==> src/rtl/ds_160_sched.sv <==
// Round-robin byte scheduler in front of the ds_160 8-bit serializer.
// It grants one requester per byte, loads the serializer and flags the cycles that carry valid bits.
module ds_160_sched #(
  parameter int NREQ = 4,
  parameter int SRCW = 2
) (
  input  logic                clock_160,
  input  logic                reset,
  input  logic [NREQ-1:0]     req,
  input  logic [8*NREQ-1:0]   req_data,
  input  logic                hold,
  output logic [NREQ-1:0]     gnt,
  output logic                ser_load,
  output logic [7:0]          ser_data,
  output logic                bit_valid,
  output logic [SRCW-1:0]     cur_src,
  output logic                busy
);

  typedef enum logic [1:0] {
    IDLE  = 2'd0,
    LOAD  = 2'd1,
    SHIFT = 2'd2
  } state_t;

  localparam logic [SRCW:0]   NREQ_V   = (SRCW+1)'(NREQ);
  localparam logic [SRCW-1:0] LAST_IDX = SRCW'(NREQ-1);
  localparam logic [NREQ-1:0] ONE_HOT0 = NREQ'(1);

  state_t          state_r;
  logic [SRCW-1:0] ptr_r;
  logic [SRCW-1:0] src_r;
  logic [2:0]      cnt_r;

  logic [SRCW:0]   sum_s;
  logic [SRCW-1:0] cand_s;
  logic [SRCW-1:0] win_idx_s;
  logic [7:0]      win_data_s;
  logic            found_s;
  logic            win_s;
  logic            take_s;

  // Round-robin search starting at ptr_r, winner byte select and grant decision
  always_comb begin
    found_s    = 1'b0;
    win_idx_s  = '0;
    sum_s      = '0;
    cand_s     = '0;
    win_data_s = 8'h00;
    for (int k = 0; k < NREQ; k++) begin
      sum_s     = {1'b0, ptr_r} + (SRCW+1)'(k);
      cand_s    = (sum_s >= NREQ_V) ? SRCW'(sum_s - NREQ_V) : sum_s[SRCW-1:0];
      win_idx_s = (!found_s && req[cand_s]) ? cand_s : win_idx_s;
      found_s   = found_s | req[cand_s];
    end
    for (int j = 0; j < NREQ; j++) begin
      win_data_s = (SRCW'(j) == win_idx_s) ? req_data[8*j +: 8] : win_data_s;
    end
    win_s  = found_s & ~hold;
    // Grants happen from IDLE or on the last shift cycle (back-to-back)
    take_s = win_s & ((state_r == IDLE) | ((state_r == SHIFT) & (cnt_r == 3'd7)));
  end

  // Scheduler FSM with all outputs registered
  always_ff @(posedge clock_160 or posedge reset) begin
    if (reset) begin
      state_r   <= IDLE;
      ptr_r     <= '0;
      src_r     <= '0;
      cnt_r     <= 3'd0;
      gnt       <= '0;
      ser_load  <= 1'b0;
      ser_data  <= 8'h00;
      bit_valid <= 1'b0;
      cur_src   <= '0;
      busy      <= 1'b0;
    end else begin
      gnt      <= take_s ? (ONE_HOT0 << win_idx_s) : '0;
      ser_load <= take_s;
      if (take_s) begin
        ser_data <= win_data_s;
        src_r    <= win_idx_s;
        ptr_r    <= (win_idx_s == LAST_IDX) ? '0 : win_idx_s + SRCW'(1);
      end
      // The serializer output lags the shift state by one cycle
      bit_valid <= (state_r == SHIFT);
      if (state_r == SHIFT) begin
        cur_src <= src_r;
      end
      cnt_r <= (state_r == SHIFT) ? cnt_r + 3'd1 : 3'd0;
      case (state_r)
        IDLE: begin
          busy    <= take_s;
          state_r <= take_s ? LOAD : IDLE;
        end
        LOAD: begin
          busy    <= 1'b1;
          state_r <= SHIFT;
        end
        SHIFT: begin
          if (cnt_r == 3'd7) begin
            busy    <= take_s;
            state_r <= take_s ? LOAD : IDLE;
          end else begin
            busy    <= 1'b1;
            state_r <= SHIFT;
          end
        end
        default: begin
          busy    <= 1'b0;
          state_r <= IDLE;
        end
      endcase
    end
  end

endmodule

==> config.mk <==
export PLATFORM = sky130hd
export DESIGN_NAME = ds_160_sched
export DESIGN_NICKNAME = d
export VERILOG_FILES = /design/src/rtl/ds_160_sched.sv
export SDC_FILE = /design/constraint.sdc
export NUM_CORES = 1
export LEC_CHECK = 0
export ABC_AREA = 1
export BUFFER_PORTS_ARGS = -buffer_cell sky130_fd_sc_hd__buf_2
export CORE_MARGIN = 1
export CORE_UTILIZATION = 41
export CTS_BUF_LIST = sky130_fd_sc_hd__clkbuf_4
export DETAILED_ROUTE_END_ITERATION = 6
export PLACE_DENSITY = 0.68
export SLEW_MARGIN = 20
export SYNTH_ARGS = -nofsm -noshare
export SYNTH_HDL_FRONTEND = slang
export SYNTH_SLANG_ARGS = --single-unit
==> constraint.sdc <==
create_clock -name clock_160 -period 3.7 [get_ports clock_160]
set_clock_uncertainty 0.2 [all_clocks]
set_input_delay 0.74 -clock clock_160 [delete_from_list [all_inputs] [get_ports clock_160]]
set_output_delay 0.74 -clock clock_160 [all_outputs]
set_load 0.005 [all_outputs]
[Word level (Yosys, flattened, before mapping)]
Index checks and enable logic that the tools add are counted.
Storage, ports and cells
  input bits: 39
  word-level logic and storage cells: 79
  flip-flop bits (word level): 26
Operators by class
  equality and inequality tests: 7
  reductions and logical operators: 8
  magnitude comparators: 8
  shift-type cells: 1
  muxes and demuxes: 28
  $add $sub $neg: 9
  bitwise gates (word level): 8
Operators with widths (count)
  2-to-1 mux 8 bit: 4
  2-to-1 mux 2 bit: 10
  < comparator 2 x 3 -> 1 bit, second input constant: 4
  greater-or-equal comparator 3 bit, second input constant: 3
  binary-select mux 1 bit (select 2 bit): 4
  subtractor 2 x 1 -> 2 bit, second input constant: 4
  adder 2 x 2 -> 3 bit, second input constant: 2
  2-to-1 mux 1 bit: 6
  case mux 2 bit (3 select lines): 1
  == test 2 bit, first input constant: 2
  == test 2 bit, second input constant: 2
  logical NOT 2 bit: 2
  2-to-1 mux 4 bit: 1
  OR 1 bit: 4
  << shifter 1 x 2 -> 4 bit, first input constant: 1
  adder 2 x 1 -> 3 bit, second input constant: 1
  adder 3 x 1 -> 3 bit, second input constant: 1
  AND 1 bit: 3
  == test 3 bit, second input constant: 1
  greater-or-equal comparator 2 x 3 -> 1 bit, second input constant: 1
  logical AND 1 bit: 3
  logical NOT 1 bit: 3
  2-to-1 mux 3 bit: 1
  case mux 1 bit (3 select lines): 1
  other kinds (4): 4

[Longest topological paths before layout]
Gate-level depths: netlist (run 1).
  word-level depth: 15
  depth in mapped cells: 21
  depth with buffers taken out: 19

[Worst setup path after synthesis (run 1)]
No wires, ideal clock.
  path type: input-to-reg
  start point: input port req[0]
  end point: register ser_data[3]
  setup slack: 815 ps
  data arrival time: 2620 ps
  stages: 17
  required time: 3435 ps
  cell sequence: inv_1 -> nand2_2 -> nand3_1 -> nand2_1 -> nor2_4 -> nand3_2 -> nand3_1 -> inv_1 -> ha_1 -> clkbuf_1 -> nor2_1 -> nand2_1 -> nand2_1 -> o21ai_0 -> o21ai_0 -> nand2_1 -> nand2_1
On the way
  cells in the longest elaborated chain, start to end: 12
  elaborated cells on any way between the ends: 31
Ends and longest elaborated chain
  from (decl): RTL line 9  | input logic [NREQ-1:0] req,
  binary-select mux 1 bit (select 2 bit): RTL line 53, 54
  2-to-1 mux 1 bit (not written as such): RTL line 53, 54
  logical NOT 1 bit / OR 1 bit (equally long branches): RTL line 53, 54
  logical AND 1 bit, or another cell as far along: RTL line 53  | win_idx_s = (!found_s && req[cand_s]) ? cand_s : win_idx_s;
  2-to-1 mux 2 bit, or another cell as far along: RTL line 53
  2-to-1 mux 2 bit / logical AND 1 bit (equally long branches): RTL line 53
  2-to-1 mux 2 bit *: RTL line 53
  net win_idx_s[0]: RTL line 37  | logic [SRCW-1:0] win_idx_s;
  logical NOT 2 bit: RTL line 57  | win_data_s = (SRCW'(j) == win_idx_s) ? req_data[8*j +: 8] : win_data_s;
  2-to-1 mux 8 bit (3 in a row): RTL line 57
  2-to-1 mux 8 bit *: RTL line 57
  to (signal assigned): RTL line 81  | ser_data <= win_data_s;
  to (decl): RTL line 14  | output logic [7:0] ser_data,
Mark *: on every way through the listed nets, which the timed path passes. The rest lies on a longest branch. The select of a mux whose other input is x is not followed.
A chain may end at the register's enable or synchronous reset.

[Final worst setup path (run 1)]
  start point: register ptr_r[0]
  end point: register ser_data[6]
On the way
  cells in the longest elaborated chain, start to end: 15
  elaborated cells on any way between the ends: 46
Ends and longest elaborated chain
  from (decl): RTL line 31  | logic [SRCW-1:0] ptr_r;
  from (signal assigned): RTL line 83  | ptr_r <= (win_idx_s == LAST_IDX) ? '0 : win_idx_s + SRCW'(1);
  adder 2 x 1 -> 3 bit: RTL line 51  | sum_s = {1'b0, ptr_r} + (SRCW+1)'(k);
  greater-or-equal comparator 3 bit / subtractor 2 x 1 -> 2 bit (equally long branches): RTL line 52  | cand_s = (sum_s >= NREQ_V) ? SRCW'(sum_s - NREQ_V) : sum_s[SRCW-1:0];
  2-to-1 mux 2 bit: RTL line 52
  binary-select mux 1 bit (select 2 bit): RTL line 53, 54
  2-to-1 mux 1 bit (not written as such): RTL line 53, 54
  OR 1 bit: RTL line 54  | found_s = found_s | req[cand_s];
  logical NOT 1 bit / OR 1 bit (equally long branches): RTL line 53, 54
  logical AND 1 bit / logical NOT 1 bit (equally long branches): RTL line 53
  2-to-1 mux 2 bit / logical AND 1 bit (equally long branches): RTL line 53
  2-to-1 mux 2 bit *: RTL line 53
  net win_idx_s[0]: RTL line 37
  logical NOT 2 bit: RTL line 57
  2-to-1 mux 8 bit (3 in a row): RTL line 57
  2-to-1 mux 8 bit *: RTL line 57
Marked as above.

==> results of run 1 <==
==> stage by stage <==
stage                     utilization  power (mW)  instance area (sq um)
final                          0.5411       1.889                   1877
after floorplan                     -       1.424                   1536
after detailed placement       0.5260       1.700                   1824
after global placement         0.5260       1.691                   1824
after CTS                      0.5411       1.898                   1877
after global routing           0.5411       2.122                   1877
==> cell families after synthesis <==
kind of cell / count (synthesis)
adder cells (fa/ha/maj): 6
flip-flops: 26
AO/OA/AOI/OAI: 32
AND/OR/NAND/NOR: 121
buffers and inverters: 30
==> registers in the layout, indices dropped and copies added, names as in the netlist <==
| register | cells |
|---|---|
| ptr_r | 2 |
| ser_load | 1 |
| ser_data | 8 |
| cnt_r | 3 |
| gnt | 4 |
| bit_valid | 1 |
| cur_src | 2 |
| state_r | 2 |
| busy | 1 |
| src_r | 2 |
==> power by group <==
group / total, mW / switching (mW) / leakage, nW / internal, mW
Sequential: 0.468 / 0.0676 / 0.332 / 0.400
Combinational: 1.23 / 0.793 / 0.732 / 0.436
Clock: 0.192 / 0.0825 / 0.0279 / 0.110
==> worst max-delay path by stage <==
stage                                          to  slack, ns  depth (start not counted)
after floorplan           ser_data[3]$_DFFE_PP0N_       0.81                         17
after global placement    ser_data[6]$_DFFE_PP0N_       0.43                         17
after detailed placement  ser_data[6]$_DFFE_PP0N_       0.31                         17
after CTS                 ser_data[6]$_DFFE_PP0N_       0.53                         17
after global routing      ser_data[5]$_DFFE_PP0N_       0.24                         17
final                     ser_data[6]$_DFFE_PP0N_       0.53                         17
==> layer usage <==
layer	share of wire	global-route usage
met2	0.46	0.2903
met1	0.49	0.2400
met3	0.054	0.03986
met4	0	0.04261
met5	0	0
==> worst reg2reg max path, cell delays in order (launching register included) <==
cell	delay, ns
dfrtp_1	0.57
inv_4	0.10
nand2_1	0.07
nand2_1	0.11
nand2_2	0.12
nand2_2	0.06
nor2_4	0.12
nand3_2	0.11
nand3_1	0.21
inv_1	0.09
ha_1	0.32
nor2_1	0.43
nand2_1	0.09
nand2_1	0.10
o21ai_0	0.08
o21ai_0	0.18
nand2_1	0.08
nand2_1	0.07
==> cells in the final DEF, fill, tap and decap left out <==
| cell type | instances |
|---|---|
| buf_2 | 55 |
| nor2_4 | 2 |
| nand2_1 | 89 |
| nand4_1 | 1 |
| inv_4 | 1 |
| o21ai_0 | 22 |
| nor2_1 | 13 |
| nand3_2 | 3 |
| a21oi_1 | 9 |
| dfrtp_1 | 26 |
| ha_1 | 6 |
| o21ai_2 | 1 |
| inv_2 | 2 |
| nand3_1 | 8 |
| nand2_2 | 5 |
| clkbuf_4 | 3 |
| inv_1 | 20 |
| bufinv_16 | 1 |
==> final cells by class <==
cell class | instances | area share
Inverter | 23 | 0.04733
Clock buffer | 3 | 0.01200
Clock inverter | 1 | 0.01600
Timing Repair Buffer | 55 | 0.1467
Multi-Input combinational cell | 159 | 0.4007
Sequential cell | 26 | 0.3467
Tap cell | 46 | 0.03067
==> reports/qor.yml, run 1 <==
synth_edf_count: 0
slowest_delay_ns: 0.57
dpl_worst_slack_ns: 0.3113
cp_top_family: "simple AND/OR/NAND/NOR gates"
firstDrtPassIters: 4
path_class: "reg2reg"
synth_seq_area_share: 0.4235
die_y_um: 63.22
overflow: 0
cts_made_buffers: 3
muxShareOfSynthArea: 0
maxCapViolCount: 0
crit_path_max_fanout: 10
hp-start: "cnt_r[0]$_DFF_PP0_"
routed_wl_mm: 3.303
whs_endpoint: "cnt_r[0]$_DFF_PP0_"
p_leak_nw: 1.093
synth_top_area_frac: 0.4235
reg2reg_depth: 17
r2r_slack_ns: 0.53
nets: 313
place.gp.congestion: 0.8365
clock-sinks: 26
cts_setup_buffers: 0
timing.rr.end: "ser_data[6]$_DFFE_PP0N_"
worstMarginPinSlew_ns: 0.9627
clock.fmax_ghz: 0.3151
crit_buf_inv: 2
p_per_area_mw_per_mm2: 1007
dp_cells: 309
yosys.area.top_type: "dfrtp_1"
n_antenna_cell: 0
cp-end-kind: "flop"
async_flop_share: 1.000
clk_pin_slew_ns: 0.14
tritoncts: "yes"
max-vdd-ir-drop_uv: 581.4
worstPathRequired_ns: 3.77
rows: 21
wl_per_cell_um: 10.55
grt_setup_unrepaired: "no"
final_max_slew_viol_count: 0
period_share: 0.8579
grt_pass1_wl_mm: 5.582
drc: 0
cp-start-kind: "flop"
finalHoldWorstSlack_ns: 0.2401
synth_seq_cells: 26
synth_area_leaders: "dfrtp_1, nand2_1, o21ai_0, ha_1, inv_1"
path_cells: "inv_4, nand2_1, nand2_1, nand2_2, nand2_2, nor2_4, nand3_2, nand3_1, inv_1, ha_1, nor2_1, nand2_1, nand2_1, o21ai_0, o21ai_0, nand2_1, nand2_1"
num_vias: 1449
synth_xor_area_frac: 0
r2r-start: "ptr_r[0]$_DFFE_PP0N_"
drt-initial-drc-count: 60
insertion_delay_ns: 0.32
syn_area_sq_mm: 0.001536
grt_pass1_vias: 1319
synth_fa_ha_area_frac: 0.04886
antenna_left: 0
outcome: "finished, final reports clean"
hold_depth: 1
detailed_place_hpwl_mm: 2.504
yosys.area_share.simple: 0.3339
drt-vias-per-instance: 4.629
io_buffers: 55
setup_slack_ns: 0.5259
ioPinCount: 56
yosysMostFrequentCell: "nand2_1"
htreeDepth: 1
clockBufferDepth: 2
start_util: 0.4430
syn_avg_cell_area_sq_um: 7.146
synth_compound_area_frac: 0.1067
postCtsResizedCells: 0
multiInputGateArea_sq_um: 752.0
die_area_sq_mm: 0.003996
drive_gt1_frac: 0.2734
period_minus_slack_ns: 3.174
setup_violations: 0
grt_max_degree: 27
setup-tns-final_ns: 0
cpMostUsedCell: "nand2_1"
synthTopCellsByCount: "nand2_1, dfrtp_1, o21ai_0, inv_1, nor2_1"
cts_hold_buf: 0
hold_class: "reg2reg"
die_w_um: 63.22
critical-path-slowest-cell: "dfrtp_1"
fin_cells: 313
slew_headroom: 0.3575
crit_start: "ptr_r[0]$_DFFE_PP0N_"
antenna_found_initial: 0
grt_usage: 0.1784
root_buffer: "clkbuf_4"
fill_cells: 358
yosys_warnings: 0
synthFlopType: "dfrtp_1"
arrival_ns: 3.24
seqCellArea_sq_um: 650.6
synthToLayoutAreaGrowth_pct: 22.15
coreArea_sq_mm: 0.003468
synth.distinct_cells: 18
syn_inst: 215
syn_nets: 260
hold_viol: 0
synth_top_family_by_area: "simple AND/OR/NAND/NOR gates"
(Power assumes the default switching activity.)
==> inputs of run 2 (changes only) <==
HOLD_SLACK_MARGIN = 0.1   (was not set)
PLACE_DENSITY = 0.71   (was 0.68)
clock period = 2.6 ns   (was 3.7 ns; I/O delays follow)
==> run 2 against run 1 <==
Count of clock-buffer cells in the layout is the same. Largest power group unchanged. Register-to-register slack lost 0.49 ns. Worst hold slack gained 0.0020 ns. Critical path depth is the same. Routed wire length grew 16%. Via count grew 9.2%. Largest cell class unchanged. Sequential cell count is the same. Utilization grew 9.4 points. Sequential share of layout area shrank 5.0 points. Non-clock buffer count grew 19. Sequential power grew 44%. Clock power grew 45%.
==> reports/qor.yml, run 2 (synthesized netlist as in run 1, its figures left out) <==
insertion_delay_ns: 0.32
whs_endpoint: "cnt_r[0]$_DFF_PP0_"
setup_slack_ns: 0.03989
grt_max_degree: 27
routed_wl_mm: 3.819
grt_usage: 0.1836
clock-sinks: 26
antenna_left: 0
synthToLayoutAreaGrowth_pct: 43.32
period_minus_slack_ns: 2.560
maxCapViolCount: 0
utilization: 0.6349
final_common_cell: "nand2_1"
regMostFlops: "ser_data"
start_util: 0.4430
p_leak_nw: 1.223
drt-initial-drc-count: 62
die_w_um: 63.22
crit_buf_inv: 2
switchingPower_mw: 1.665
critical-path-slowest-cell: "dfrtp_2"
final_max_slew_viol_count: 0
drc: 0
cts_made_buffers: 3
cp-end-kind: "flop"
internal_power_mw: 1.865
path_cells: "buf_6, nand2_2, nand2_2, nand2_2, nand2_2, nor2_4, nand3_1, nand3_2, nand2_4, ha_4, buf_4, a21oi_1, nand2_1, o21ai_0, o21ai_1, nand2_1, nand2_1"
cp-start-kind: "flop"
overflow: 0
root_buffer: "clkbuf_4"
largest_register_ffs: 8
r2r-start: "ptr_r[0]$_DFFE_PP0N_"
switching_share: 0.4717
coreArea_sq_mm: 0.003468
antenna_found_initial: 0
outcome: "finished, final reports clean"
nets: 332
ioPinCount: 56
tritoncts: "yes"
dpl_worst_slack_ns: -0.04641
hold_class: "reg2reg"
clockBufferDepth: 2
clockPowerShare: 0.079
setup_violations: 0
place.gp.congestion: 0.9154
grt_pass1_wl_mm: 5.844
cpMostUsedCell: "nand2_2"
rows: 21
p_per_area_mw_per_mm2: 1603
firstDrtPassIters: 4
drt-vias-per-instance: 4.765
timing.rr.end: "ser_data[2]$_DFFE_PP0N_"
hold_depth: 1
grt_setup_unrepaired: "yes"
io_buffers: 55
period_share: 0.9847
detailed_place_hpwl_mm: 2.565
slowest_delay_ns: 0.49
clock.fmax_ghz: 0.3906
n_antenna_cell: 0
cp_top_family: "simple AND/OR/NAND/NOR gates"
clk_pin_slew_ns: 0.14
num_vias: 1582
wl_per_cell_um: 11.50
crit_path_max_fanout: 8
largest_registers: "ser_data: 8 flops, gnt: 4 flops, cnt_r: 3 flops"
hp-start: "cnt_r[0]$_DFF_PP0_"
die_area_sq_mm: 0.003996
layout_common_cells: "nand2_1, buf_2, dfrtp_1"
path_class: "reg2reg"
arrival_ns: 2.59
grt_pass1_vias: 1429
max-vdd-ir-drop_uv: 1093
htreeDepth: 1
hold_viol: 0
worstMarginPinSlew_ns: 0.3545
pwr-share-comb: 0.731
r2r_slack_ns: 0.04
reg2reg_depth: 17
worstPathRequired_ns: 2.63
setup-tns-final_ns: 0
drive_gt1_frac: 0.4126
slew_headroom: 0.7631
die_y_um: 63.22
p_seq_frac: 0.190
-- run 2: cell types whose count changed in the layout (fill, tap and decap cells not counted), moves of 7 or more --
cell     delta
buf_4      +12
nand2_1    -10
nand2_2     +7
o21ai_0    -10
o21ai_1     +8
-- run 2: power by group through the flow --
| stage | clock (mW) | combinational (mW) | sequential (mW) |
|---|---|---|---|
| floorplan | 0 | 1.38 | 0.658 |
| global placement | 0 | 1.97 | 0.673 |
| detailed placement | 0 | 1.99 | 0.676 |
| CTS | 0.282 | 2.04 | 0.662 |
| global route | 0.296 | 2.90 | 0.689 |
| finish | 0.279 | 2.58 | 0.672 |
-- run 2: worst reg2reg max path, cell delays in order, from the launching register on --
cell	delay (ns)
dfrtp_2	0.49
buf_6	0.16
nand2_2	0.06
nand2_2	0.07
nand2_2	0.09
nand2_2	0.07
nor2_4	0.16
nand3_1	0.12
nand3_2	0.13
nand2_4	0.09
ha_4	0.19
buf_4	0.17
a21oi_1	0.15
nand2_1	0.06
o21ai_0	0.07
o21ai_1	0.08
nand2_1	0.07
nand2_1	0.05
-- run 2: metal layers --
layer / wire length, um / GRT usage
met1: 1625 / 0.2236
met5: 0 / 0
met2: 1978 / 0.3239
met3: 156 / 0.02717
met4: 59 / 0.07102
-- run 2: repair_timing --
| item | CTS | global route |
|---|---|---|
| pin swaps | 0 | 18 |
| hold buffers | 1 | 0 |
| hold endpoints to repair | 26 | 0 |
| setup buffers | 1 | 7 |
| resized for setup | 4 | 51 |
| setup endpoints to repair | 8 | 8 |
-- run 2: per-stage QoR --
step           cell area [sq um]  hold WS [ns]  cells  power [mW]
2_1_floorplan               1539        0.2099    215       2.037
3_3_place_gp                1914        0.2234    319       2.640
3_5_place_dp                1914        0.2317    319       2.671
4_1_cts                     1986        0.2504    325       2.984
5_1_grt                     2202        0.2697    332       3.885
6_report                    2202        0.2420    332       3.531
-- run 2: final cells by class --
class                      instances  area [sq um]
fill                             336          1266
clock buffer                       3         22.52
inverter                          23         93.84
multi-input combinational        159         893.4
timing repair buffer              74         451.7
sequential                        26         653.1
tap                               46         57.56
clock inverter                     1         30.03
-- run 2: how the worst max path moves through the flow --
| stage | slack (ns) | end | cells past startpoint | startpoint |
|---|---|---|---|---|
| 6_report | 0.04 | ser_data[2]$_DFFE_PP0N_ | 17 | ptr_r[0]$_DFFE_PP0N_ |
| 5_1_grt | -0.08 | ser_data[3]$_DFFE_PP0N_ | 18 | ptr_r[0]$_DFFE_PP0N_ |
| 3_5_place_dp | -0.05 | ser_data[2]$_DFFE_PP0N_ | 18 | req[3] |
| 4_1_cts | 0.02 | ser_data[2]$_DFFE_PP0N_ | 18 | ptr_r[0]$_DFFE_PP0N_ |
| 3_3_place_gp | 0.007 | ser_data[4]$_DFFE_PP0N_ | 18 | req[1] |
| 2_1_floorplan | 0.02 | ser_data[3]$_DFFE_PP0N_ | 17 | req[0] |
==> inputs of run 3 (changes only) <==
PLACE_DENSITY = 0.68   (was 0.71)
clock period = 2.68 ns   (was 2.6 ns; I/O delays follow)
==> run 3 against run 2 <==
Combinational power rose by 2%. Sequential power is 4.5% lower. Die area unchanged. Sequential share of layout area hardly changed. Routed wire length grew 5.3%. First-iteration DRC count did not move. Clock power shrank 3%. Critical path depth up 2. Final area is 0.23% lower.
==> reports/qor.yml, run 3 (synthesized netlist as in run 1, its figures left out) <==
clock.fmax_ghz: 0.3873
top_layer: "met4"
synthToLayoutAreaGrowth_pct: 43.00
timing.rr.end: "ser_data[4]$_DFFE_PP0N_"
period_minus_slack_ns: 2.582
grt_usage: 0.1861
crit_path_max_fanout: 5
drc: 0
hold_depth: 1
path_class: "reg2reg"
slew_headroom: 0.7534
cp-start-kind: "flop"
drive_gt1_frac: 0.4063
worstMarginPinSlew_ns: 0.3691
setup_slack_ns: 0.09796
root_buffer: "clkbuf_4"
htreeDepth: 1
reg2reg_depth: 19
hold_class: "reg2reg"
die_y_um: 63.22
clockBufferDepth: 2
overflow: 0
finalHoldWorstSlack_ns: 0.2496
nets: 334
period_share: 0.9634
hold_viol: 0
maxCapViolCount: 0
outcome: "finished, final reports clean"
drt-vias-per-instance: 4.796
worstPathRequired_ns: 2.76
num_vias: 1602
met1_length_mm: 1.837
cp-end-kind: "flop"
rows: 21
largest_register_ffs: 8
grt_pass1_wl_mm: 5.947
largest_registers: "ser_data: 8 flops, gnt: 4 flops, cnt_r: 3 flops"
coreArea_sq_mm: 0.003468
start_util: 0.4430
r2r_slack_ns: 0.1
firstDrtPassIters: 4
clock-sinks: 26
wl_met2_mm: 1.936
dpl_worst_slack_ns: -0.08377
clk_pin_slew_ns: 0.14
setup_violations: 0
max-vdd-ir-drop_uv: 815.3
grt_max_degree: 27
insertion_delay_ns: 0.33
grt_pass1_vias: 1402
routed_wl_mm: 4.020
final_common_cell: "nand2_1"
cts_made_buffers: 3
tritoncts: "yes"
ioPinCount: 56
antenna_left: 0
whs_endpoint: "cnt_r[0]$_DFF_PP0_"
p_leak_nw: 1.233
hp-start: "cnt_r[0]$_DFF_PP0_"
place.gp.congestion: 0.8132
die_area_sq_mm: 0.003996
r2r-start: "ptr_r[0]$_DFFE_PP0N_"
routed-wl-met3_um: 239
regMostFlops: "ser_data"
wl_per_cell_um: 12.04
io_buffers: 55
arrival_ns: 2.66
drt-initial-drc-count: 62
die_w_um: 63.22
final_max_slew_viol_count: 0
n_antenna_cell: 0
layout_common_cells: "nand2_1, buf_2, dfrtp_1"
fill_cells: 325
detailed_place_hpwl_mm: 2.629
antenna_found_initial: 0
p_per_area_mw_per_mm2: 1606
-- run 3: changes by cell type in the layout (fill, tap and decap cells not counted), moves of 2 or more --
cell     delta
buf_6       +2
nand2_2     -2
nand2_4     +3
nand3_1     +2
o21ai_1     +2
-- run 3: metrics by stage --
step	power, mW	util	instances	cell area [sq um]	TNS, ns
after detailed placement	2.640	0.5527	321	1917	-0.3940
final	3.529	0.6335	334	2197	0
after global placement	2.612	0.5527	321	1917	-0.3267
after CTS	2.920	0.5711	326	1981	0
after global routing	3.849	0.6335	334	2197	-0.4657
after floorplan	1.977	-	215	1539	0
-- run 3: metal layers --
metal / track usage / vias to the layer above
met4: 0.05114 / 0
li1: - / 820
met1: 0.2534 / 724
met5: 0 / -
met3: 0.03442 / 2
met2: 0.3011 / 56
-- run 3: area by class of cell --
type	instances	area, sq um	area share
clock buffers	3	22.52	0.01025
repair buffers	76	461.7	0.2101
clock inverters	1	30.03	0.01367
multi-input cells	159	882.1	0.4015
well taps	46	57.56	0.02620
flip-flops and latches	26	651.9	0.2967
inverters	23	91.34	0.04157
-- run 3: how the worst max path moves through the flow --
stage          slack, ns            startpoint  depth (start not counted)                 endpoint
6_report             0.1  ptr_r[0]$_DFFE_PP0N_                         19  ser_data[4]$_DFFE_PP0N_
5_1_grt            -0.08  ptr_r[0]$_DFFE_PP0N_                         18  ser_data[0]$_DFFE_PP0N_
4_1_cts           0.0002  ptr_r[0]$_DFFE_PP0N_                         17  ser_data[5]$_DFFE_PP0N_
3_5_place_dp       -0.08                req[1]                         18  ser_data[5]$_DFFE_PP0N_
3_3_place_gp       -0.07                req[1]                         18  ser_data[5]$_DFFE_PP0N_
2_1_floorplan       0.08                req[0]                         17  ser_data[3]$_DFFE_PP0N_
-- run 3: repair_timing --
action / in CTS / in global routing
setup endpoints to repair: 8 / 8
cloned: 0 / 0
pin swaps: 0 / 19
hold endpoints to repair: 26 / 0
gates resized for setup: 1 / 55
setup buffers: 0 / 8
hold buffers: 1 / 0
-- run 3: worst max-delay path, cell delays in order (launching register included) --
cell     delay [ns]
dfrtp_2        0.48
buf_6          0.15
nand2_1        0.08
nand3_1        0.10
nand2_1        0.15
inv_1          0.09
nand2_1        0.06
nand2_1        0.10
nand3_4        0.13
buf_6          0.12
ha_4           0.12
inv_2          0.04
nor2_4         0.18
buf_6          0.13
nand2_1        0.04
nand2_1        0.04
o21ai_0        0.06
o21ai_0        0.14
nand2_1        0.07
nand2_1        0.07
-- run 3: where the power goes --
| group | leakage, nW | switching (mW) | internal [mW] |
|---|---|---|---|
| clock network | 0.0279 | 0.119 | 0.151 |
| registers | 0.331 | 0.0872 | 0.554 |
| logic | 0.874 | 1.47 | 1.15 |
